===== src/rtl/axis_pkt_sink.sv =====
`default_nettype none
// ============================================================================
// Module   : axis_pkt_sink
// Purpose  : AXI-Stream packet consumer with programmable back-pressure;
//            reports per-packet length, 16-bit checksum and length error.
// Revision : 1.0 - initial release
// ============================================================================
module axis_pkt_sink #(
    parameter int          WIDTH     = 8,
    parameter logic [15:0] LFSR_SEED = 16'hACE1
) (
    input  logic             clk,
    input  logic             rst,
    input  logic             S_AXIS_TVALID,
    input  logic [WIDTH-1:0] S_AXIS_TDATA,
    input  logic             S_AXIS_TLAST,
    output logic             S_AXIS_TREADY,
    input  logic [1:0]       cfg_ready_mode,
    input  logic [3:0]       cfg_ready_period,
    input  logic [15:0]      cfg_exp_len,
    output logic             pkt_done,
    output logic [15:0]      pkt_len,
    output logic [15:0]      pkt_sum,
    output logic             pkt_len_err,
    output logic [15:0]      pkt_count,
    output logic [31:0]      beat_count
);

    typedef enum logic [0:0] {
        ST_IDLE = 1'b0,
        ST_RECV = 1'b1
    } state_t;

    localparam logic [15:0] c_LEN_MAX = 16'hFFFF;

    state_t      r_state;
    state_t      w_state_nxt;
    logic [15:0] r_lfsr;
    logic [3:0]  r_phase;
    logic        r_ready;
    logic [15:0] r_acc_len;
    logic [15:0] r_acc_sum;
    logic [15:0] r_exp_len;

    logic        w_accept;
    logic        w_complete;
    logic        w_ready_nxt;
    logic [15:0] w_data_ext;
    logic [15:0] w_len_nxt;
    logic [15:0] w_sum_nxt;
    logic [15:0] w_exp_nxt;
    logic [15:0] w_lfsr_nxt;

    assign S_AXIS_TREADY = r_ready;
    assign w_accept      = S_AXIS_TVALID && r_ready;
    assign w_data_ext    = 16'(S_AXIS_TDATA);
    assign w_lfsr_nxt    = {r_lfsr[0] ^ r_lfsr[2] ^ r_lfsr[3] ^ r_lfsr[5], r_lfsr[15:1]};

    // Ready for the next cycle is decided from current-cycle state only,
    // so TREADY never depends combinationally on the upstream inputs.
    always_comb begin
        w_ready_nxt = 1'b0;
        unique case (cfg_ready_mode)
            2'd0:    w_ready_nxt = 1'b1;
            2'd1:    w_ready_nxt = 1'b0;
            2'd2:    w_ready_nxt = r_lfsr[0];
            default: w_ready_nxt = (r_phase == cfg_ready_period);
        endcase
    end

    always_comb begin
        w_state_nxt = r_state;
        w_len_nxt   = r_acc_len;
        w_sum_nxt   = r_acc_sum;
        w_exp_nxt   = r_exp_len;
        w_complete  = 1'b0;
        if (w_accept) begin
            if (r_state == ST_IDLE) begin
                // First beat: a single-beat packet is checked against the live cfg value.
                w_len_nxt = 16'd1;
                w_sum_nxt = w_data_ext;
                w_exp_nxt = cfg_exp_len;
            end else begin
                w_len_nxt = (r_acc_len == c_LEN_MAX) ? r_acc_len : r_acc_len + 16'd1;
                w_sum_nxt = r_acc_sum + w_data_ext;
            end
            if (S_AXIS_TLAST) begin
                w_state_nxt = ST_IDLE;
                w_complete  = 1'b1;
            end else begin
                w_state_nxt = ST_RECV;
            end
        end
    end

    always_ff @(posedge clk) begin
        if (rst) begin
            r_state <= ST_IDLE;
        end else begin
            r_state <= w_state_nxt;
        end
    end

    always_ff @(posedge clk) begin
        if (rst) begin
            r_lfsr      <= LFSR_SEED;
            r_phase     <= 4'd0;
            r_ready     <= 1'b0;
            r_acc_len   <= 16'd0;
            r_acc_sum   <= 16'd0;
            r_exp_len   <= 16'd0;
            pkt_done    <= 1'b0;
            pkt_len     <= 16'd0;
            pkt_sum     <= 16'd0;
            pkt_len_err <= 1'b0;
            pkt_count   <= 16'd0;
            beat_count  <= 32'd0;
        end else begin
            r_lfsr    <= w_lfsr_nxt;
            r_phase   <= (r_phase >= cfg_ready_period) ? 4'd0 : r_phase + 4'd1;
            r_ready   <= w_ready_nxt;
            r_acc_len <= w_len_nxt;
            r_acc_sum <= w_sum_nxt;
            r_exp_len <= w_exp_nxt;
            pkt_done  <= w_complete;
            if (w_accept) begin
                beat_count <= beat_count + 32'd1;
            end
            if (w_complete) begin
                pkt_len     <= w_len_nxt;
                pkt_sum     <= w_sum_nxt;
                pkt_len_err <= (w_exp_nxt != 16'd0) && (w_len_nxt != w_exp_nxt);
                pkt_count   <= pkt_count + 16'd1;
            end
        end
    end

endmodule
`default_nettype wire

===== config.mk =====
export PLATFORM = sky130hd
export DESIGN_NAME = axis_pkt_sink
export DESIGN_NICKNAME = d
export VERILOG_FILES = /design/src/rtl/axis_pkt_sink.sv
export SDC_FILE = /design/constraint.sdc
export NUM_CORES = 1
export LEC_CHECK = 0
export CAP_MARGIN = 20
export CORE_MARGIN = 8
export CORE_UTILIZATION = 35
export CTS_BUF_LIST = sky130_fd_sc_hd__clkbuf_4 sky130_fd_sc_hd__clkbuf_8 sky130_fd_sc_hd__clkbuf_16
export CTS_CLUSTER_DIAMETER = 120
export DETAILED_ROUTE_END_ITERATION = 10
export GPL_TIMING_DRIVEN = 0
export PLACE_DENSITY = 0.68
export REMOVE_ABC_BUFFERS = 1
export SYNTH_ARGS = -nofsm -noshare
export SYNTH_HDL_FRONTEND = slang
export SYNTH_SLANG_ARGS = --single-unit

===== constraint.sdc =====
create_clock -name clk -period 7.5 [get_ports clk]
set_clock_uncertainty 0.1 [all_clocks]
set_input_delay 1.5 -clock clk [delete_from_list [all_inputs] [get_ports clk]]
set_output_delay 1.5 -clock clk [all_outputs]
set_load 0.02 [all_outputs]

==> flow_summary.json <==
{
  "dp.cells": 1191,
  "internal-power_w": 0.001417,
  "clockBufferDepth": 2,
  "fmax_mhz": 218.6,
  "hp-start": "r_lfsr[7]$_SDFF_PP1_",
  "numPortBuffers": 116,
  "post_cts_buffers": 0,
  "antenna_found_initial": 0,
  "synth_enable_flop_cells": 0,
  "placed_area_sq_um": 8544,
  "crit_required_ns": 7.68,
  "ios": 117,
  "r2r_setup_slack_ns": 3.80,
  "yosysTopAreaCell": "dfxtp_1",
  "worstSetupEndpointType": "register",
  "r2r-start": "r_state$_SDFFE_PP0P_",
  "fin_area_sq_um": 9153,
  "ant_nets": 0,
  "numCtsBuffers": 17,
  "min_to": "r_lfsr[6]$_SDFF_PP1_",
  "ys_seq_elements": 152,
  "finalCritPeriodShare": 0.6099,
  "n_fill_cell": 1995,
  "die_h_um": 158.8,
  "area_growth_pct": 28.22,
  "total_power_w": 0.001841,
  "worst_pin_slew_ns": 1.009,
  "setup_viol": 0,
  "wirelength_um": 18480,
  "rr_worst_depth": 9,
  "period_minus_slack_ns": 4.574,
  "synth.most_common_cell": "dfxtp_1",
  "post_drt_wl_per_cell_um": 15.12,
  "arrival_ns": 4.76,
  "seqPwrFrac": 0.455,
  "drv_slew": 0,
  "nets": 992,
  "cts_tree": "yes",
  "ctsHoldBuffers": 0,
  "holdPathStages": 1,
  "cts_num_sinks": 152,
  "cts.reportedPaths.clkPinSlew_ns": 0.06,
  "hold_viol_final": 0,
  "outcome": "completed",
  "critPathKind": "primary input to register",
  "place_congestion": 0.9092,
  "drt_pass1_iterations": 4,
  "clock_power_share": 0.470,
  "sw_frac_of_total": 0.2307,
  "path_max_fanout": 42,
  "cp-start-kind": "primary input",
  "grt_first_pass_wirelength_um": 30620,
  "hold_path.class": "register to register",
  "routed-via-count": 6239,
  "dieArea_sq_um": 25220,
  "ys_types": 63,
  "gr-usage-all-layers": 0.1462,
  "yosys-top-cells-count": "dfxtp_1, nor2_1, nand2_1",
  "p_per_area_nw_per_um2": 201.2,
  "insertion_delay_ns": 0.42,
  "drt_iter0_markers": 329,
  "ir_drop_uv": 133.6,
  "p_comb_frac": 0.075,
  "via_per_inst": 5.106,
  "rr_endpoint": "pkt_len_err$_SDFFE_PP0P_",
  "initial_utilization": 0.3551,
  "p_leak_nw": 3.167,
  "core_area_sq_um": 20100,
  "drv_cap": 0,
  "drive_gt1_frac": 0.05987,
  "row_count": 52,
  "relSlewSlack": 0.3266,
  "grt_max_degree": 88,
  "syn_avg_cell_area_sq_um": 8.447,
  "drc": 0,
  "grt_overflow": 0,
  "synth_top_area_frac": 0.4263,
  "synthArstFlopShare": 0,
  "fin_cells": 1222,
  "grt_pass1_vias": 5949,
  "rsz0062_at_grt": "false",
  "cts_root_buf": "clkbuf_16",
  "synth_ff_type": "dfxtp_1",
  "syn-cell-area_sq_um": 7138,
  "cts_resized": 0,
  "cts-htree-levels": 4,
  "ys_top_cells_by_area": "dfxtp_1, nor2_1, xor2_1",
  "synthCells": 845,
  "hpwl_um": 13150,
  "ys_seq_area_frac": 0.4263,
  "die_w_um": 158.8,
  "synth_warnings": 0,
  "switching_power_w": 0.0004248,
  "setup_tns_ns": 0,
  "antennaDiodeCount": 0
}
[worst max path at each step]
| stage | start | end | slack, ns | depth (start not counted) |
|---|---|---|---|---|
| 6_report | S_AXIS_TVALID | pkt_len_err$_SDFFE_PP0P_ | 2.93 | 8 |
| 5_1_grt | S_AXIS_TVALID | pkt_len_err$_SDFFE_PP0P_ | 2.71 | 8 |
| 4_1_cts | S_AXIS_TVALID | pkt_len_err$_SDFFE_PP0P_ | 2.98 | 9 |
| 3_5_place_dp | S_AXIS_TVALID | pkt_len_err$_SDFFE_PP0P_ | 2.54 | 8 |
| 3_3_place_gp | rst | r_acc_len[15]$_SDFF_PP0_ | 0.82 | 3 |
| 2_1_floorplan | S_AXIS_TVALID | pkt_len_err$_SDFFE_PP0P_ | 3.39 | 7 |
[final cells by class]
class                           count  area, sq um  area share
Clock inverter                     12        153.9     0.01681
Multi-Input combinational cell    629         3844      0.4200
Clock buffer                       18        439.2     0.04798
Timing Repair Buffer              120         1256      0.1373
Tap cell                          270        337.8     0.03691
Inverter                           21        78.83    0.008612
Sequential cell                   152         3043      0.3325
[worst max-delay path: stages]
cell and delay [ns]:
clkdlybuf4s50_1 0.55, and2_2 0.74, nand2_1 0.56, a32oi_1 0.43, nand3_1 0.11, or4_4 0.56
nor3_2 0.21, a2111oi_2 0.09
[registers in the layout, indices dropped and copies added, names as in the netlist, 4 cells and up]
| signal | count |
|---|---|
| beat_count | 32 |
| pkt_count | 16 |
| pkt_len | 16 |
| pkt_sum | 16 |
| r_acc_len | 16 |
| r_acc_sum | 16 |
| r_exp_len | 16 |
| r_lfsr | 16 |
| r_phase | 4 |
[logic make-up (layout without fill, tap and decap cells)]
kind of cell | Yosys count | after routing | share of synthesized area
flip-flops | 152 | 152 | 0.4263
XOR/XNOR | 79 | 79 | 0.09693
adder cells (fa/ha/maj) | 17 | 17 | 0.03085
buffers and inverters | 64 | 171 | 0.03541
AO/OA/AOI/OAI | 145 | 145 | 0.1327
multiplexers | 18 | 18 | 0.02559
AND/OR/NAND/NOR | 370 | 370 | 0.2522
[per-stage QoR]
stage                       util  worst slack, ns  hold slack (ns)
after floorplan                -            3.388           0.2895
after global placement    0.4210           0.8168           0.2922
after detailed placement  0.4250            2.541           0.2947
after CTS                 0.4545            2.977           0.3096
after global routing      0.4553            2.711           0.3208
final                     0.4553            2.926           0.3087
[per-layer routing]
metal  vias up  share of wire  global-route usage
met2       157           0.45              0.2228
li1       3138              -                   -
met3        23          0.044             0.03800
met4         0          0.015             0.05584
met5         -              0                   0
met1      2921           0.49              0.1943
[cell usage in the layout (no fill, tap or decap), types with 12 or more instances in the layout]
cell type        netlist  routed
a211oi_1              18      18
a21oi_1               49      49
and3_1                14      14
clkbuf_16              0      17
clkdlybuf4s50_1        0     115
dfxtp_1              152     152
ha_1                  16      16
inv_1                 21      21
mux2i_1               16      16
nand2_1               81      81
nand3_1               32      32
nand4_1               16      16
nor2_1               126     126
nor2b_1               19      19
nor3_1                19      19
o21ai_0               26      26
or2_2                 12      12
or3_1                 14      14
xnor2_1               37      37
xor2_1                42      42
[power by group through the flow]
stage / logic [W] / clock network [W] / registers, W
2_1_floorplan: 0.0000750 / 0 / 0.000854
6_report: 0.000139 / 0.000865 / 0.000837
3_3_place_gp: 0.000134 / 0 / 0.000855
3_5_place_dp: 0.000138 / 0 / 0.000855
4_1_cts: 0.000139 / 0.000894 / 0.000837
5_1_grt: 0.000153 / 0.000924 / 0.000839
Power figures use the tool's default switching activity.
